==> config.mk <==
export PLATFORM = sky130hd
export DESIGN_NAME = uart_rx_os_flat
export DESIGN_NICKNAME = d
export VERILOG_FILES = /design/src/rtl/uart_rx_os_pkg.sv /design/src/rtl/uart_rx_os_if.sv /design/src/rtl/uart_rx_os_sync_2ff.sv /design/src/rtl/uart_rx_os.sv /design/src/flat_wrapper.sv
export SDC_FILE = /design/constraint.sdc
export NUM_CORES = 1
export LEC_CHECK = 0
export ABC_AREA = 1
export BUFFER_PORTS_ARGS = -buffer_cell sky130_fd_sc_hd__buf_2
export CAP_MARGIN = 15
export CORE_ASPECT_RATIO = 2
export CORE_MARGIN = 3
export CORE_UTILIZATION = 40
export DETAILED_ROUTE_END_ITERATION = 16
export GPL_TIMING_DRIVEN = 0
export PLACE_DENSITY = 0.56
export SETUP_SLACK_MARGIN = 0.5
export SYNTH_ARGS = -nofsm -noshare
export SYNTH_HDL_FRONTEND = slang
export SYNTH_SLANG_ARGS = --single-unit
==> constraint.sdc <==
create_clock -name clk -period 3.55 [get_ports clk]
set_input_delay 0.71 -clock clk [delete_from_list [all_inputs] [get_ports clk]]
set_output_delay 0.71 -clock clk [all_outputs]
set_load 0.01 [all_outputs]
==> src/rtl/uart_rx_os_pkg.sv <==
// uart_rx_os_pkg
//   Shared definitions for the oversampling UART receiver. These are common
//   with the transmitter and the baud-rate generator:
//   - default frame parameters (DBIT, OS, SB_TICK)
//   - 2-bit FSM state encodings
//   - constant helper functions used to size the counters
package uart_rx_os_pkg;

   localparam int DBIT_DEF    = 8;
   localparam int OS_DEF      = 16;
   localparam int SB_TICK_DEF = 16;

   localparam logic [1:0] ST_IDLE  = 2'd0;
   localparam logic [1:0] ST_START = 2'd1;
   localparam logic [1:0] ST_DATA  = 2'd2;
   localparam logic [1:0] ST_STOP  = 2'd3;

   // ceil(log2(v)), never less than 1 so the result is always a usable width
   function automatic int clog2(input int v);
      int r;
      r = 0;
      for (int i = 0; i < 31; i++) begin
         if ((1 << i) < v) begin
            r = i + 1;
         end
      end
      return (r < 1) ? 1 : r;
   endfunction

   function automatic int max2(input int a, input int b);
      return (a > b) ? a : b;
   endfunction

endpackage

==> src/rtl/uart_rx_os_if.sv <==
// uart_rx_os_if
//   Signal bundle between the receiver and its neighbours.
//   s_tick        oversample tick from the baud generator (1-cycle pulse)
//   rx            raw asynchronous serial line, idle high
//   dout          last received byte, held until the next completion
//   rx_done_tick  1-cycle pulse, dout valid in the same cycle
//   frame_err     1-cycle pulse alongside rx_done_tick when the stop bit was low
//   master: drives the line and the tick, consumes the byte (pad/host side)
//   slave : the receiver itself
interface uart_rx_os_if #(
   parameter int DBIT = 8
) ();

   logic            s_tick;
   logic            rx;
   logic [DBIT-1:0] dout;
   logic            rx_done_tick;
   logic            frame_err;

   modport master (
      output s_tick,
      output rx,
      input  dout,
      input  rx_done_tick,
      input  frame_err
   );

   modport slave (
      input  s_tick,
      input  rx,
      output dout,
      output rx_done_tick,
      output frame_err
   );

endinterface

==> src/rtl/uart_rx_os_sync_2ff.sv <==
// sync_2ff
//   Two-flop synchroniser for a single asynchronous input.
//   clk  in   system clock
//   rst  in   synchronous active-high reset; both flops load RST_VAL
//   d    in   asynchronous input
//   q    out  synchronised output, two clk cycles of latency
module sync_2ff #(
   parameter logic RST_VAL = 1'b1
) (
   input  logic clk,
   input  logic rst,
   input  logic d,
   output logic q
);

   logic meta;

   always_ff @(posedge clk) begin
      if (rst) begin
         meta <= RST_VAL;
         q    <= RST_VAL;
      end else begin
         meta <= d;
         q    <= meta;
      end
   end

endmodule

==> src/rtl/uart_rx_os.sv <==
// uart_rx_os
//   UART receiver (8N1 by default) driven by a 16x oversampling tick.
//   The rx line is synchronised, the start bit is qualified at its centre and
//   every following bit is sampled at its centre. Each completed frame yields
//   a one-cycle rx_done_tick with the byte on dout; frame_err pulses with it
//   when the stop bit is sampled low. The byte is delivered either way.
//   clk   in      system clock
//   rst   in      synchronous active-high reset
//   bus   slave   s_tick, rx in; dout, rx_done_tick, frame_err out
//
//   state  | meaning
//   IDLE   | line idle, waiting for rx_s low (checked every clk)
//   START  | counting to the centre of the start bit, then re-checking it
//   DATA   | sampling DBIT data bits, LSB first, one per OS ticks
//   STOP   | waiting SB_TICK ticks, then sampling the stop bit and delivering
module uart_rx_os
   import uart_rx_os_pkg::*;
#(
   parameter int DBIT    = DBIT_DEF,
   parameter int SB_TICK = SB_TICK_DEF,
   parameter int OS      = OS_DEF
) (
   input  logic          clk,
   input  logic          rst,
   uart_rx_os_if.slave   bus
);

   localparam int TW = clog2(max2(OS, SB_TICK));
   localparam int BW = clog2(DBIT);

   localparam logic [TW-1:0] TICK_MID  = TW'(OS / 2 - 1);
   localparam logic [TW-1:0] TICK_BIT  = TW'(OS - 1);
   localparam logic [TW-1:0] TICK_STOP = TW'(SB_TICK - 1);
   localparam logic [TW-1:0] TICK_ONE  = TW'(1);
   localparam logic [BW-1:0] BIT_LAST  = BW'(DBIT - 1);
   localparam logic [BW-1:0] BIT_ONE   = BW'(1);

   logic            rx_s;
   logic [1:0]      state;
   logic [TW-1:0]   tick_cnt;
   logic [BW-1:0]   bit_cnt;
   logic [DBIT-1:0] shreg;
   logic [DBIT-1:0] dout_q;
   logic            done_q;
   logic            ferr_q;

   sync_2ff #(
      .RST_VAL (1'b1)
   ) u_sync (
      .clk (clk),
      .rst (rst),
      .d   (bus.rx),
      .q   (rx_s)
   );

   always_ff @(posedge clk) begin
      if (rst) begin
         state    <= ST_IDLE;
         tick_cnt <= '0;
         bit_cnt  <= '0;
         shreg    <= '0;
         dout_q   <= '0;
         done_q   <= 1'b0;
         ferr_q   <= 1'b0;
      end else begin
         done_q <= 1'b0;
         ferr_q <= 1'b0;
         case (state)
            ST_IDLE: begin
               // start detect is not tick-qualified, so back-to-back frames
               // lose no time between the stop bit and the next start bit
               if (!rx_s) begin
                  state    <= ST_START;
                  tick_cnt <= '0;
               end
            end
            ST_START: begin
               if (bus.s_tick) begin
                  if (tick_cnt == TICK_MID) begin
                     if (!rx_s) begin
                        state    <= ST_DATA;
                        tick_cnt <= '0;
                        bit_cnt  <= '0;
                     end else begin
                        // line went back high before mid-start: glitch
                        state <= ST_IDLE;
                     end
                  end else begin
                     tick_cnt <= tick_cnt + TICK_ONE;
                  end
               end
            end
            ST_DATA: begin
               if (bus.s_tick) begin
                  if (tick_cnt == TICK_BIT) begin
                     tick_cnt <= '0;
                     shreg    <= {rx_s, shreg[DBIT-1:1]};
                     if (bit_cnt == BIT_LAST) begin
                        state <= ST_STOP;
                     end else begin
                        bit_cnt <= bit_cnt + BIT_ONE;
                     end
                  end else begin
                     tick_cnt <= tick_cnt + TICK_ONE;
                  end
               end
            end
            ST_STOP: begin
               if (bus.s_tick) begin
                  if (tick_cnt == TICK_STOP) begin
                     state  <= ST_IDLE;
                     dout_q <= shreg;
                     done_q <= 1'b1;
                     ferr_q <= ~rx_s;
                  end else begin
                     tick_cnt <= tick_cnt + TICK_ONE;
                  end
               end
            end
            default: begin
               state <= ST_IDLE;
            end
         endcase
      end
   end

   assign bus.dout         = dout_q;
   assign bus.rx_done_tick = done_q;
   assign bus.frame_err    = ferr_q;

endmodule
==> src/flat_wrapper.sv <==
// flat-port wrapper written by rule: the top's interface ports become plain ports
module uart_rx_os_flat import uart_rx_os_pkg::*;
#(
   parameter int DBIT    = DBIT_DEF,
   parameter int SB_TICK = SB_TICK_DEF,
   parameter int OS      = OS_DEF
)
  (clk, rst, bus_s_tick, bus_rx, bus_dout, bus_rx_done_tick, bus_frame_err);
  uart_rx_os_if #(.DBIT(DBIT)) bus_i ();
  input  logic clk;
  input  logic rst;
  input wire logic [$bits(bus_i.s_tick)-1:0] bus_s_tick;
  input wire logic [$bits(bus_i.rx)-1:0] bus_rx;
  output wire logic [$bits(bus_i.dout)-1:0] bus_dout;
  output wire logic [$bits(bus_i.rx_done_tick)-1:0] bus_rx_done_tick;
  output wire logic [$bits(bus_i.frame_err)-1:0] bus_frame_err;
  assign bus_i.s_tick = bus_s_tick;
  assign bus_i.rx = bus_rx;
  assign bus_dout = bus_i.dout;
  assign bus_rx_done_tick = bus_i.rx_done_tick;
  assign bus_frame_err = bus_i.frame_err;
  uart_rx_os #(.DBIT(DBIT), .SB_TICK(SB_TICK), .OS(OS)) u_core (.clk(clk), .rst(rst), .bus(bus_i));
endmodule
==> results.md <==
Floorplan:
- The initialized floorplan defines 28 standard-cell rows.
- The floorplan die area is between 0.004 and 0.005 sq mm.
- The floorplan die width is 46.5 microns.
- The count of pins on the block boundary is 14.
- For this configuration, the core starts out at a cell density of 0.431.
- The die is 87.1 microns tall.
- The core region is about 0.0030 sq mm.

Timing:
- Dividing the final minimum period by the clock period gives 0.422.
- Setup slack on the critical path of the routed design comes to 2050 ps.
- The final max-slew violation count was 0.
- Setup repair after global routing left no endpoint under its margin.
- The fmax is 0.667 GHz.
- Subtracting the final worst setup slack from the clock period gives 1500 ps.
- The worst hold slack is 412 ps.
- The worst-case clock skew is 6.71 ps.
- After routing, the total negative slack on setup checks comes to 0 ps.
- The count of final hold-check violations is 0.
- The worst pin sits at a relative slew slack of 0.700.
- The pin slew with the least headroom to its limit is 451 ps.
- Setup violations remaining at the end of the flow were counted as 0.

Worst setup path:
- Of all nets on the critical path, the largest fanout is 10.
- The startpoint of the most critical register-to-register path is u_core.tick_cnt[1].
- STA classifies the critical path startpoint as an input pin.
- The critical path starts at rst.
- For the worst setup path, the data required time is 3760 ps.
- The kind of end point of the critical path is a register.
- At the worst endpoint, the arrival time is 1710 ps.
- The setup path with the least slack is of type in2reg.

Clock tree:
- The number of hold buffers added after CTS was 0.
- The clock tree from TritonCTS is yes.
- The total of cells resized after clock tree synthesis is 0.
- The largest buffer count on any clock path is 2.
- The cell at the root of the clock tree is clkbuf_8.
- The TritonCTS buffer count is 5.
- The H-tree was split into 2 levels.
- The CTS sink count is 29.
- The later pin in the worst-skew pair is clocked with a latency of 270 ps.
- Clock-pin slew was measured on the worst setup and hold paths at 60 ps.
- The post-CTS setup repair buffer count is 0.

Logic synthesis:
- The most instantiated library cell after synthesis is nor2_1.
- The count of state elements after synthesis is 29.
- dfxtp_1 takes more of the synthesized area than any other cell.
- The share of the Yosys chip area taken by registers is 0.442.
- In the synthesized netlist, the number of instances is 178.
- In the synthesized netlist the async set-or-reset flop fraction comes to 0.
- The number of warnings printed during yosys synthesis is 0.
- The number of synthesized flops with an enable pin is 0.
- Yosys mapped the design onto 24 distinct sky130hd cell types.
- The mapped netlist covers 0.00131 sq mm.
- The most used flip-flop cell after synthesis is dfxtp_1.
- The net count of the mapped netlist is 185.
- After synthesis, the most frequently instantiated cells are 46 x nor2_1, 29 x dfxtp_1, 29 x nand2_1.
- The share of synthesized area in the top cell type comes to 0.442.
- After synthesis, the mean cell area works out to 7.38 sq um.
- After synthesis, the cell types taking the most area are dfxtp_1 44%, nor2_1 13%, nand2_1 8.3%.

Global routing:
- The global-route wire length before repair is 4760 microns.
- For this run, the total global-route usage over all layers was measured as 0.163.
- The residual overflow from global routing is 0.
- The via count of the first global-routing pass is approximately 1100.
- Entering global routing, the biggest net connects 11 pins.
- The number of antenna violations at the first check in global routing came to 0.

Power and ir drop:
- The leakage power total is about 0.75 nW.
- The maximum VDD drop is approximately 0.4 mV.
- The final total power is 0.726 mW.
- The areal power density over the cells is about 480 mW/mm^2.

Route:
- The total number of vias is 1157.
- After detailed routing, the number of remaining DRC violations is 0.
- The routed design has 2850 microns of wire.
- The vias per cell is 5.05.
- After detailed routing, the average wire length per cell comes to 12.4 microns.
- The first detailed-routing pass took 4 iterations.
- The detail route stage leaves a number of antenna-violating nets equal to 0.
- After the first detailed-routing iteration, the DRC count stood at 16.

Layout:
- The finished cells cover 0.00152 sq mm.
- The number of fill cells in the layout is 311.
- The net count of the finished layout is approximately 210.
- The number of diodes added for antenna fixing is 0.
- The area growth from synthesis to layout is 15.5%.
- The post-layout utilization of the core is 0.498.
- The flip-flop and latch area is 581 sq um.
- The share of cells above drive strength 1 is 0.216.
- The non-filler instance count after layout is roughly 230.
- The multi-input logic area is 651 sq um.

Placement:
- The detailed placement HPWL is 2150 microns.
- Once placement completed, the tool counted placed cells totaling ~220.
- The global placement routability congestion is 0.828.
- The instance area at placement is around 0.0014 sq mm.
- The worst setup slack after placement is 1730 ps.
- The count of input and output buffers is 13.

Job:
- Across the run, the number of max-cap violations was 0.

Run status:
- The flow ran to the end, and the final reports show no timing, DRC or antenna violations.

Min path:
- In this run the most critical hold path is launched from u_core.u_sync.meta.
- In this run the worst hold path is classified as reg2reg.
==> area by class of cell <==
class | instances | area share
buffer | 4 | 0.0173
clock buffer | 7 | 0.0635
clock inverter | 1 | 0.00330
inverter | 14 | 0.0371
multi-input combinational | 131 | 0.429
sequential | 29 | 0.383
tap | 30 | 0.0247
timing repair buffer | 13 | 0.0429
==> kinds of logic after synthesis <==
logic type | share of synthesized area
AO/OA/AOI/OAI | 0.0952
adder cells (fa/ha/maj) | 0.0286
XOR/XNOR | 0.00667
buffers and inverters | 0.0629
flip-flops | 0.442
AND/OR/NAND/NOR | 0.365
==> critical path, cell delays in order <==
cell      delay, ps
buf_2           130
inv_1           170
clkbuf_1        400
o21ai_0         180
nor2_1          120
==> power by group <==
| part | leakage, nW | total (mW) | internal, mW | switching, mW |
|---|---|---|---|---|
| combinational | 0.457 | 0.0904 | 0.0304 | 0.0600 |
| sequential | 0.234 | 0.341 | 0.334 | 0.00608 |
| clock | 0.0542 | 0.295 | 0.175 | 0.120 |
==> cell usage in the layout (no fill, tap or decap), types with 3 or more instances in the layout <==
cell type,count
a21oi_1,7
buf_2,13
clkbuf_8,7
dfxtp_1,29
ha_1,3
inv_1,9
inv_2,3
nand2_1,29
nand2_2,3
nand3_1,12
nor2_1,46
o21ai_0,17
==> final timing paths <==
kind | endpoint | slack, ps | cells past startpoint
min | u_core.u_sync.q | 410 | 1
max reg2reg | u_core.bus.dout[7] | 2100 | 8
min reg2reg | u_core.u_sync.q | 410 | 1
max | u_core.shreg[5] | 2050 | 5
==> state kept, by name, summed over array words and instances (netlist names), named ones only <==
register and cells:
u_core.u_sync.q 1, u_core.tick_cnt 4, u_core.state 1, u_core.bus.dout 8, u_core.u_sync.meta 1, u_core.bit_cnt 3
u_core.shreg 8, u_core.bus.frame_err 1, u_core.bus.rx_done_tick 1
==> layer usage <==
layer | vias up | track usage | routed length [microns]
met5 | - | 0 | 0
met3 | 4 | 0.0373 | 46
met4 | 0 | 0.0777 | 42
li1 | 601 | - | -
met1 | 542 | 0.155 | 1130
met2 | 10 | 0.303 | 1640
Note: power is estimated with default switching activity, not from simulation.
